**config.mk**
```make
export PLATFORM = sky130hd
export DESIGN_NAME = mem_arbiter
export DESIGN_NICKNAME = d
export VERILOG_FILES = /design/src/rtl/mem_arb_pkg.sv /design/src/rtl/mem_arb_rr.sv /design/src/rtl/mem_arbiter.sv
export SDC_FILE = /design/constraint.sdc
export NUM_CORES = 1
export LEC_CHECK = 0
export BUFFER_PORTS_ARGS = -buffer_cell sky130_fd_sc_hd__buf_2
export CORE_MARGIN = 5
export CORE_UTILIZATION = 27
export CTS_BUF_LIST = sky130_fd_sc_hd__clkbuf_8
export CTS_CLUSTER_DIAMETER = 50
export DETAILED_ROUTE_END_ITERATION = 16
export GPL_ROUTABILITY_DRIVEN = 1
export MAX_ROUTING_LAYER = met4
export PLACE_DENSITY = 0.54
export SYNTH_ARGS = -nofsm -noshare
export SYNTH_HDL_FRONTEND = slang
export SYNTH_SLANG_ARGS = --single-unit
```
**constraint.sdc**
```tcl
create_clock -name clk -period 2.76 [get_ports clk]
set_clock_uncertainty 0.05 [all_clocks]
set_input_delay 0.828 -clock clk [delete_from_list [all_inputs] [get_ports clk]]
set_output_delay 0.828 -clock clk [all_outputs]
set_load 0.05 [all_outputs]
```
**src/rtl/mem_arb_pkg.sv**
```systemverilog
// Shared types and constants for the two-port memory arbiter.
package mem_arb_pkg;

  // Sequencer states; IDLE is also the ack cycle between transactions.
  typedef enum logic [2:0] {
    IDLE,
    WRITE,
    RD_SETUP,
    RD_WAIT,
    RD_DRIVE
  } state_t;

  // Polarity of the memory read_write pin.
  localparam logic RW_READ  = 1'b1;
  localparam logic RW_WRITE = 1'b0;

  // Width of the read wait-state counter (supports 0..7 wait states).
  localparam int WAIT_W = 3;

endpackage

```
**src/rtl/mem_arb_rr.sv**
```systemverilog
// Two-way round-robin picker: a lone eligible port wins outright, and a tie
// goes to the port that did not win last time.
module mem_arb_rr (
  input  logic [1:0] eligible,
  input  logic       last_grant,
  output logic       grant_valid,
  output logic       grant_port
);

  // Pure combinational pick; the caller latches the result.
  always_comb begin
    grant_valid = |eligible;
    grant_port  = 1'b0;
    case (eligible)
      2'b01:   grant_port = 1'b0;
      2'b10:   grant_port = 1'b1;
      2'b11:   grant_port = ~last_grant;
      default: grant_port = 1'b0;
    endcase
  end

endmodule

```
**src/rtl/mem_arbiter.sv**
```systemverilog
// Arbitrates two single-word requesters onto one single-port memory and
// sequences the memory pins (enable, read_write, output_en, address, data).
module mem_arbiter
  import mem_arb_pkg::*;
#(
  parameter int ADDR_W      = 16,
  parameter int DATA_W      = 16,
  parameter int WAIT_STATES = 0
) (
  input  logic              clk,
  input  logic              reset,
  input  logic              p0_req,
  input  logic              p0_we,
  input  logic [ADDR_W-1:0] p0_addr,
  input  logic [DATA_W-1:0] p0_wdata,
  output logic              p0_ack,
  output logic [DATA_W-1:0] p0_rdata,
  input  logic              p1_req,
  input  logic              p1_we,
  input  logic [ADDR_W-1:0] p1_addr,
  input  logic [DATA_W-1:0] p1_wdata,
  output logic              p1_ack,
  output logic [DATA_W-1:0] p1_rdata,
  output logic [ADDR_W-1:0] mem_address,
  output logic              mem_read_write,
  output logic              mem_enable,
  output logic              mem_output_en,
  output logic [DATA_W-1:0] mem_wdata,
  input  logic [DATA_W-1:0] mem_rdata,
  output logic              busy
);

  // Value loaded into the wait counter on leaving RD_SETUP; unused when
  // there are no wait states, so it is clamped to zero in that case.
  localparam logic [WAIT_W-1:0] WAIT_LOAD =
    (WAIT_STATES > 0) ? WAIT_W'(WAIT_STATES - 1) : '0;

  state_t            state_reg;
  logic              last_grant_reg;
  logic              port_reg;
  logic [WAIT_W-1:0] wait_cnt_reg;

  logic [1:0]        eligible;
  logic              grant_valid;
  logic              grant_port;
  logic              sel_we;
  logic [ADDR_W-1:0] sel_addr;
  logic [DATA_W-1:0] sel_wdata;

  // A port sitting in its ack cycle is masked so a held req cannot win twice.
  assign eligible = {p1_req & ~p1_ack, p0_req & ~p0_ack};

  mem_arb_rr u_rr (
    .eligible   (eligible),
    .last_grant (last_grant_reg),
    .grant_valid(grant_valid),
    .grant_port (grant_port)
  );

  // Mux the winning port's request fields for capture in IDLE.
  always_comb begin
    sel_we    = p0_we;
    sel_addr  = p0_addr;
    sel_wdata = p0_wdata;
    if (grant_port) begin
      sel_we    = p1_we;
      sel_addr  = p1_addr;
      sel_wdata = p1_wdata;
    end
  end

  // Sequencer: every output is registered and set on the edge that enters
  // the state it belongs to, so pins line up with the state they describe.
  always_ff @(posedge clk or posedge reset) begin
    if (reset) begin
      state_reg      <= IDLE;
      last_grant_reg <= 1'b1;
      port_reg       <= 1'b0;
      wait_cnt_reg   <= '0;
      mem_address    <= '0;
      mem_read_write <= RW_READ;
      mem_enable     <= 1'b0;
      mem_output_en  <= 1'b0;
      mem_wdata      <= '0;
      p0_ack         <= 1'b0;
      p1_ack         <= 1'b0;
      p0_rdata       <= '0;
      p1_rdata       <= '0;
      busy           <= 1'b0;
    end else begin
      // Acks are single-cycle pulses; only the completing states raise one.
      p0_ack <= 1'b0;
      p1_ack <= 1'b0;
      case (state_reg)
        IDLE: begin
          if (grant_valid) begin
            last_grant_reg <= grant_port;
            port_reg       <= grant_port;
            mem_address    <= sel_addr;
            mem_enable     <= 1'b1;
            mem_output_en  <= 1'b0;
            busy           <= 1'b1;
            if (sel_we) begin
              mem_read_write <= RW_WRITE;
              mem_wdata      <= sel_wdata;
              state_reg      <= WRITE;
            end else begin
              mem_read_write <= RW_READ;
              state_reg      <= RD_SETUP;
            end
          end
        end
        WRITE: begin
          state_reg      <= IDLE;
          mem_enable     <= 1'b0;
          mem_read_write <= RW_READ;
          mem_output_en  <= 1'b0;
          busy           <= 1'b0;
          if (port_reg) p1_ack <= 1'b1;
          else          p0_ack <= 1'b1;
        end
        RD_SETUP: begin
          if (WAIT_STATES == 0) begin
            state_reg     <= RD_DRIVE;
            mem_output_en <= 1'b1;
          end else begin
            wait_cnt_reg <= WAIT_LOAD;
            state_reg    <= RD_WAIT;
          end
        end
        RD_WAIT: begin
          if (wait_cnt_reg == '0) begin
            state_reg     <= RD_DRIVE;
            mem_output_en <= 1'b1;
          end else begin
            wait_cnt_reg <= wait_cnt_reg - 1'b1;
          end
        end
        RD_DRIVE: begin
          state_reg      <= IDLE;
          mem_enable     <= 1'b0;
          mem_read_write <= RW_READ;
          mem_output_en  <= 1'b0;
          busy           <= 1'b0;
          if (port_reg) begin
            p1_rdata <= mem_rdata;
            p1_ack   <= 1'b1;
          end else begin
            p0_rdata <= mem_rdata;
            p0_ack   <= 1'b1;
          end
        end
        default: begin
          state_reg <= IDLE;
        end
      endcase
    end
  end

endmodule

```
==> run metrics, run 1 <==
reg2reg path depth 4; Detailed Route WL 8.24 mm; post-synthesis sequential area ratio 56.2%; Worst-Skew Late Latency 350 ps; clock root buffer clkbuf_8; Vias 2499; largest net degree at the start of global routing 40; Final HPWL DP 6.26 mm; Final GP Congestion between 0.7 and 0.8; Tcrit/Tclk final 75.0%; clock power share 11.9%; PostCTS Resize Cnt 0; via/cell ratio between 4 and 5; CTS Sinks 77; H-tree levels 3; pwr/cell area ~1400 mW/mm^2; Ant. Diodes 0; Synth Flop Type dfrtp_1; Startpoint Class primary input; Syn Area/Cell 13.5 um^2; width of the die between 100 and 150 um; number of library cell types mapped by synthesis 36; sum of negative setup slack 0 ps; FILL cells 1294; reg2reg start last_grant_reg; Fin. Hold Viols 0; reg2reg end mem_wdata[12]; sw frac just over 50%; Post CTS Setup Buffer Count 0; share of layout cells above drive strength 1 60.2%; Initial Util between 20% and 30%; Yosys Warn Count 0; core area 0.0125 mm^2; Hold Buf Count CTS 0; crit path max-delay cell type mux2_2; Seq pwr share 30.8%; DRT iter0 DRCs 72; Port Buffers 155; Remaining DRCs 0; Critical Path Most Common Cell mux2_2; minimum clock period after layout 2070 ps; outcome completed; R2R setup slack 760 ps; multi-input logic area 0.00139 mm^2; Clk pin slew, worst setup/hold paths 80 ps; Leak Pwr 2.28 nW; worst vdd ir 0.000453 V; Comb pwr share 57.3%; Net Count, Synth 342; required time worst endpoint 2950 ps; Slew HR 59.0%; final hold slack 424 ps; DIE AREA 0.0151 mm^2; Int Power 3.20 mW; RSZ-0062 raised after global routing no; Net Sw Power 3.36 mW; first-pass GRT wire length 13.2 mm; commonest non-fill, non-tap cell in the layout buf_2; GRT overflow 0; Crit Path Class in2reg; top-level port count between 150 and 200; gr usage total 11.8%; highest-count cells in the layout ignoring fill and taps buf_2, dfrtp_1, mux2_2; Final nets 500; Worst EP arrival 2260 ps; height of the chip 123 um; EDFF count, synth 0; Max Fclk 483 MHz; synthesized area approximately 0.0034 mm^2; Row Count slightly above 40; Reg area 0.00193 mm^2; area grow syn2layout 33.4%; Final setup viols 0; Num CTS Buffers 9; CP Max Fanout 23; antenna violations before repair 0; First-pass DRT Iterations 4; vias in the first global route roughly 2600; Max Cap Viol 0; Pins Over Slew Limit 0; wire per inst about 14 um; Hold Path Class in2async; post-route ant nets 0; critical path's largest stage delay 420 ps; Cells after Synth ~250; CP cell instances buf_2, nor2b_1, nand2_2, mux2_2, mux2_2; Crit. End Element flop; Synth Register Bits 77; ys async rst share 100%; CTS tree built; Clock Path Buffers 2; Worst-Margin Slew 612 ps
## final cells by class
class	instances	area share, %
Clock buffer	11	3.31
Inverter	4	0.410
Clock inverter	5	0.574
Sequential cell	77	42.1
Multi-Input combinational cell	157	30.3
Tap cell	172	4.70
Timing Repair Buffer	163	18.5
## power by group through the flow
stage | registers, mW | clock network [mW] | logic [mW]
2_1_floorplan | 3.73 | 0 | 1.30
3_3_place_gp | 2.03 | 0 | 3.77
3_5_place_dp | 2.05 | 0 | 3.82
4_1_cts | 2.03 | 0.817 | 3.82
5_1_grt | 2.11 | 0.872 | 4.00
6_report | 2.02 | 0.778 | 3.76
## worst max-delay path, delay by kind of cell
family	cells	cell delay (ps)
buf+inv	1	90
mux	2	680
simple gates	2	650
## metal layers
metal / global-route usage (%) / routed length, um / vias up
met1: 14.2 / 3530 / 1206
li1: - / - / 1203
met4: 4.20 / 77 / 0
met2: 18.1 / 3990 / 84
met3: 4.29 / 642 / 6
met5: - / 0 / -
## how the worst max path moves through the flow
stage,startpoint,to,slack [ps],cells after the start
floorplan,p1_req,mem_wdata[7],590,5
global placement,p0_req,mem_address[7],360,6
detailed placement,p1_req,mem_wdata[12],290,5
CTS,p1_req,mem_wdata[12],690,5
global route,p1_req,mem_address[5],580,6
finish,p1_req,mem_wdata[12],690,5
## cells by family (layout without fill, tap and decap cells)
kind of cell             count (synthesis)  in the layout  synth area share (%)
adder cells (fa/ha/maj)                  2              2                 0.729
buffers and inverters                   20            183                  3.83
AO/OA/AOI/OAI                           31             31                  5.54
AND/OR/NAND/NOR                         42             42                  6.63
multiplexers                            80             80                  26.5
XOR/XNOR                                 2              2                 0.510
flip-flops                              77             77                  56.2
## stage by stage
stage	power [mW]	instance area (um^2)	instances	worst slack [ps]	util, %
4_1_cts	6.67	4580	589	689	36.6
5_1_grt	6.98	4580	589	583	36.6
6_report	6.56	4580	589	691	36.6
3_5_place_dp	5.87	4400	573	295	35.2
2_1_floorplan	5.03	3440	254	593	-
3_3_place_gp	5.80	4400	573	356	35.2
## synth_stat cells (2+ instances only)
| master | number | area share [%] |
|---|---|---|
| dfrtp_1 | 75 | 55 |
| dfstp_2 | 2 | 1.5 |
| inv_1 | 4 | 0.44 |
| buf_6 | 3 | 0.98 |
| clkbuf_1 | 4 | 0.44 |
| buf_2 | 5 | 0.73 |
| nand2b_1 | 2 | 0.36 |
| a31oi_1 | 2 | 0.36 |
| buf_4 | 3 | 0.66 |
| o21ai_0 | 20 | 2.9 |
| ha_1 | 2 | 0.73 |
| mux2_4 | 8 | 3.5 |
| a21oi_1 | 3 | 0.44 |
| nor3b_1 | 2 | 0.44 |
| nand2_1 | 23 | 2.5 |
| mux2i_1 | 16 | 4.7 |
| nor2b_1 | 2 | 0.36 |
| xnor2_1 | 2 | 0.51 |
| nor2_1 | 5 | 0.55 |
| mux2_2 | 55 | 18 |
(Power assumes the default switching activity.)
==> inputs of run 2 (changes only) <==
Settings changed: PLACE_DENSITY 0.54 to 0.52.
Clock period 2.76 ns to 2 ns, I/O delays scaled along.
==> run 2 against run 1 <==
Effect of this change:
- combinational power increased by 45%
- final cell count increased by 1.4%
- sequential cell count unchanged
- sequential share of layout area decreased by 1.4 points
- clock power increased by 76%
- register-to-register slack got worse by 540 ps
- worst hold slack got worse by 240 ps
- total power increased by 45%
- design area increased by 3.7%
- setup slack got worse by 490 ps
- critical path type is now reg2out
==> run metrics, run 2 (synthesis results as in run 1) <==
outcome completed; CTS Sinks 77 (unchanged); minimum clock period after layout 1790 ps; top-level port count 156 (unchanged); Hold Path Class in2async; clock power share 14.4% (+2.5 points); Initial Util 27.4% (unchanged); sw frac 49.5% (-1.8 points); gr usage total 11.3% (-0.42 points); Int Power 4.81 mW (+51%); CTS tree built; Post CTS Setup Buffer Count 0 (unchanged); R2R setup slack 220 ps (-540 ps); width of the die 123 um (unchanged); wire per inst 14.0 um (-0.11%); clock root buffer clkbuf_8; Ant. Diodes 0 (unchanged); H-tree levels 3 (unchanged); Num CTS Buffers 9 (unchanged); Clock Path Buffers 2 (unchanged); final hold slack 181 ps (-244 ps); worst vdd ir 0.000701 V (+55%); family with the most delay on the worst path flip-flops; required time worst endpoint 1350 ps (-1600 ps); highest-count cells in the layout ignoring fill and taps buf_2, dfrtp_1, mux2_2; Max Cap Viol 0 (unchanged); critical path's largest stage delay 540 ps (+120 ps); Hold Buf Count CTS 0 (unchanged); WP buf/inv 1 (unchanged); Remaining DRCs 0 (unchanged); post-layout util 37.9% (+1.3 points); Final GP Congestion 0.711 (-0.74%); Vias 2481 (-0.72%); PostCTS Resize Cnt 0 (unchanged); Worst EP arrival 1140 ps (-1120 ps); Worst-Skew Late Latency 340 ps (about the same); DRT iter0 DRCs 84 (+17%); height of the chip 123 um (unchanged); first-pass GRT wire length 12.8 mm (-2.4%); Crit. End Element primary output; Final nets 508 (+1.6%); CP Max Fanout 2 (-91%); Pins Over Slew Limit 0 (unchanged); Clk pin slew, worst setup/hold paths 80 ps (about the same); Net Sw Power 4.72 mW (+40%); Comb pwr share 57.1% (-0.2 points); Max Fclk 557 MHz; post-route ant nets 0 (unchanged); Final HPWL DP 6.28 mm (+0.36%); Tcrit/Tclk final 89.7%; antenna violations before repair 0 (unchanged); vias in the first global route 2627 (-0.27%); First-pass DRT Iterations 4 (unchanged); RSZ-0062 raised after global routing no; Crit Path Class reg2out; commonest non-fill, non-tap cell in the layout buf_2; Startpoint Class flop; DIE AREA 0.0151 mm^2 (unchanged); Slew HR 75.1% (+16 points); Row Count 41 (unchanged); core area 0.0125 mm^2 (unchanged); Leak Pwr 2.35 nW (+3.0%); CP cell instances buf_2; Detailed Route WL 8.34 mm (+1.2%); largest net degree at the start of global routing 50 (+25%); share of layout cells above drive strength 1 61.6% (+1.5 points); area grow syn2layout 38.3%; Final setup viols 0 (unchanged); Fin. Hold Viols 0 (unchanged); pwr/cell area 2010 mW/mm^2 (+40%); Worst-Margin Slew 373 ps (-239 ps); crit path max-delay cell type dfstp_2; Port Buffers 155 (unchanged); Seq pwr share 28.5% (-2.3 points); GRT overflow 0 (unchanged); via/cell ratio 4.16 (-2.1%)
[run 2: final timing paths]
kind,startpoint,to,depth (start not counted)
hold reg to reg,mem_address[9],mem_address[9],2
setup reg to reg,last_grant_reg,mem_wdata[7],5
max in group asynchronous,reset,last_grant_reg,3
setup / recovery,mem_read_write,mem_read_write,1
min in group clk,mem_address[9],mem_address[9],2
hold / removal,reset,p0_rdata[12],2
[run 2: final cells by class]
class                   count  area (um^2)
multi-input cells         157         1390
well taps                 172          215
repair buffers            171          958
clock inverters             5         81.3
clock buffers              11          151
inverters                   4         18.8
fillers                  1272         7770
flip-flops and latches     77         1930
[run 2: metrics by stage]
stage               instance area (um^2)  setup TNS, ps  worst slack [ps]  std cells  total power, mW
floorplan                           3440              0              47.8        254             6.95
global placement                    4510              0              11.4        581             8.20
detailed placement                  4510          -68.0             -15.5        581             8.27
CTS                                 4750              0               177        597             9.68
global route                        4750              0               146        597             10.1
finish                              4750              0               206        597             9.53
[run 2: power by group through the flow]
stage          sequential [mW]  combinational, mW  clock [mW]
5_1_grt                   2.82               5.74        1.50
2_1_floorplan             5.16               1.79           0
6_report                  2.72               5.44        1.37
4_1_cts                   2.74               5.51        1.43
3_5_place_dp              2.75               5.52           0
3_3_place_gp              2.75               5.45           0
[run 2: per-layer routing]
layer	global-route usage [%]	part of all wire [%]	wire, um
met4	4.55	1.3	111
met1	14.0	43	3570
met5	-	0	0
met3	2.12	5.2	430
met2	18.3	51	4230
==> inputs of run 3 (changes only) <==
==> constraint.sdc (replaced) <==
create_clock -name clk -period 2 [get_ports clk]
set_clock_uncertainty 0.05 [all_clocks]
set_input_delay 0.1 -clock clk [delete_from_list [all_inputs] [get_ports clk]]
set_output_delay 0.1 -clock clk [all_outputs]
set_load 0.05 [all_outputs]
==> run 3 against run 2 <==
Effect of this change:
- sequential cell count stayed put
- utilization is 2.8 points higher
- clock power is 23% lower
- global-route usage is 0.97 points higher
- maximum frequency is 2.0% lower
- non-clock buffer count is 41 higher
- critical path type is now reg2reg
- highest routed layer unchanged
==> run metrics, run 3 (synthesis results as in run 1) <==
Fin. Hold Viols 0 (unchanged); placed cell area 0.00446 mm^2 (-1.3%); minimum clock period after layout 1830 ps (+36.8 ps); GRT overflow 0 (unchanged); sum of negative setup slack 0 ps (unchanged); largest net degree at the start of global routing 60 (+20%); required time worst endpoint 2190 ps (+840 ps); first-pass GRT wire length 13.9 mm (+8.1%); Final HPWL DP 6.11 mm (-2.8%); Vias 2674 (+7.8%); H-tree levels 3 (unchanged); Hold Path Class in2reg; wire per inst 13.9 um (-0.55%); fin area 0.00510 mm^2 (+7.5%); Pwr Total 9.22 mW (-3.2%); Worst-Margin Slew 430 ps (+57.0 ps); antenna violations before repair 0 (unchanged); share of layout cells above drive strength 1 54.1% (-7.6 points); First-pass DRT Iterations 4 (unchanged); width of the die 123 um (unchanged); Final GP Congestion 0.716 (+0.70%); Clk pin slew, worst setup/hold paths 80 ps (about the same); via/cell ratio 4.19 (+0.85%); highest-count cells in the layout ignoring fill and taps buf_2, dfrtp_1, mux2_2; DRT iter0 DRCs 87 (+3.6%); reg2reg path depth 5 (unchanged); Crit Path Class reg2reg; RSZ-0062 raised after global routing no; reg2reg end mem_wdata[7]; Final setup viols 0 (unchanged); Pins Over Slew Limit 0 (unchanged); core area 0.0125 mm^2 (unchanged); worst vdd ir 0.000695 V (-0.88%); height of the chip 123 um (unchanged); Port Buffers 155 (unchanged); critical path startpoint p1_ack; CTS Sinks 77 (unchanged); clock root buffer clkbuf_8; vias in the first global route 2787 (+6.1%); Detailed Route WL 8.87 mm (+6.3%); Leak Pwr 2.50 nW (+6.6%); Tcrit/Tclk final 91.5% (+1.8 points); Startpoint Class flop; critical path's largest stage delay 410 ps (-130 ps); gr usage total 12.3% (+0.97 points); commonest non-fill, non-tap cell in the layout buf_2; outcome completed; Max Cap Viol 0 (unchanged); pwr/cell area 1810 mW/mm^2 (-10%); reg2reg start p1_ack; crit path max-delay cell type dfrtp_2; CTS tree built; Worst EP arrival 2020 ps (+880 ps); Ant. Diodes 0 (unchanged); CP cell instances nor2b_1, nand3_1, a21oi_4, buf_12, mux2_2; Row Count 41 (unchanged); Remaining DRCs 0 (unchanged); top-level port count 156 (unchanged); hold path start p1_addr[5]; post-route ant nets 0 (unchanged); Max Fclk 546 MHz (-2.0%); Slew HR 71.3% (-3.8 points); Initial Util 27.4% (unchanged); Clock Path Buffers 2 (unchanged); CP Max Fanout 18 (+16); R2R setup slack 170 ps (-50 ps); worst setup path endpoint mem_wdata[7]; Final nets 549 (+8.1%); Crit. End Element flop; Worst-Skew Late Latency 350 ps (about the same); area grow syn2layout 48.7%; DIE AREA 0.0151 mm^2 (unchanged); Num CTS Buffers 9 (unchanged)
run 3: area by class of cell:
type	count	area (um^2)
fillers	1224	7410
flip-flops and latches	77	1930
clock buffers	11	151
well taps	172	215
multi-input cells	157	1390
clock inverters	5	20.0
repair buffers	212	1370
inverters	4	18.8
run 3: timing repair:
action                                  CTS  global route
setup buffers                             0             0
endpoints found under the setup margin    0             1
hold endpoints to repair                 65             0
hold buffers                             47             0
gates resized for setup                   0             1
run 3: power breakdown:
group / leakage, nW / internal, mW / switching (mW) / total (mW)
clock: 0.104 / 0.500 / 0.550 / 1.05
sequential: 0.932 / 2.33 / 0.397 / 2.73
combinational: 1.46 / 1.71 / 3.74 / 5.45
run 3: per-stage QoR:
step / worst slack, ps / hold slack [ps] / std cells / utilization [%]
final: 169 / 32.7 / 638 / 40.8
after global routing: 36.2 / 25.4 / 638 / 40.8
after global placement: 180 / 82.0 / 575 / 35.6
after CTS: 120 / 4.56 / 638 / 40.7
after detailed placement: 134 / 93.8 / 575 / 35.6
after floorplan: 47.8 / 185 / 254 / -
run 3: how the worst min path moves through the flow:
stage	cells after the start	endpoint	slack (ps)
floorplan	1	p0_rdata[8]	180
global placement	2	p0_rdata[10]	80
detailed placement	2	p1_rdata[13]	90
CTS	3	mem_address[5]	5
global route	3	mem_wdata[2]	30
finish	3	mem_address[5]	30
run 3: critical path, delay by kind of cell, from the launching register on:
family / cells / cell delay, ps
multiplexers: 1 / 340
AND/OR/NAND/NOR: 2 / 540
buffers and inverters: 1 / 180
AO/OA/AOI/OAI: 1 / 180
flip-flops: 1 / 410
run 3: per-layer routing:
metal	global-route usage, %	share of wire, %	up-vias
met5	-	0	-
met4	6.02	2.3	0
met3	3.00	5.6	19
met2	19.8	50	82
met1	14.4	42	1275
li1	-	-	1298
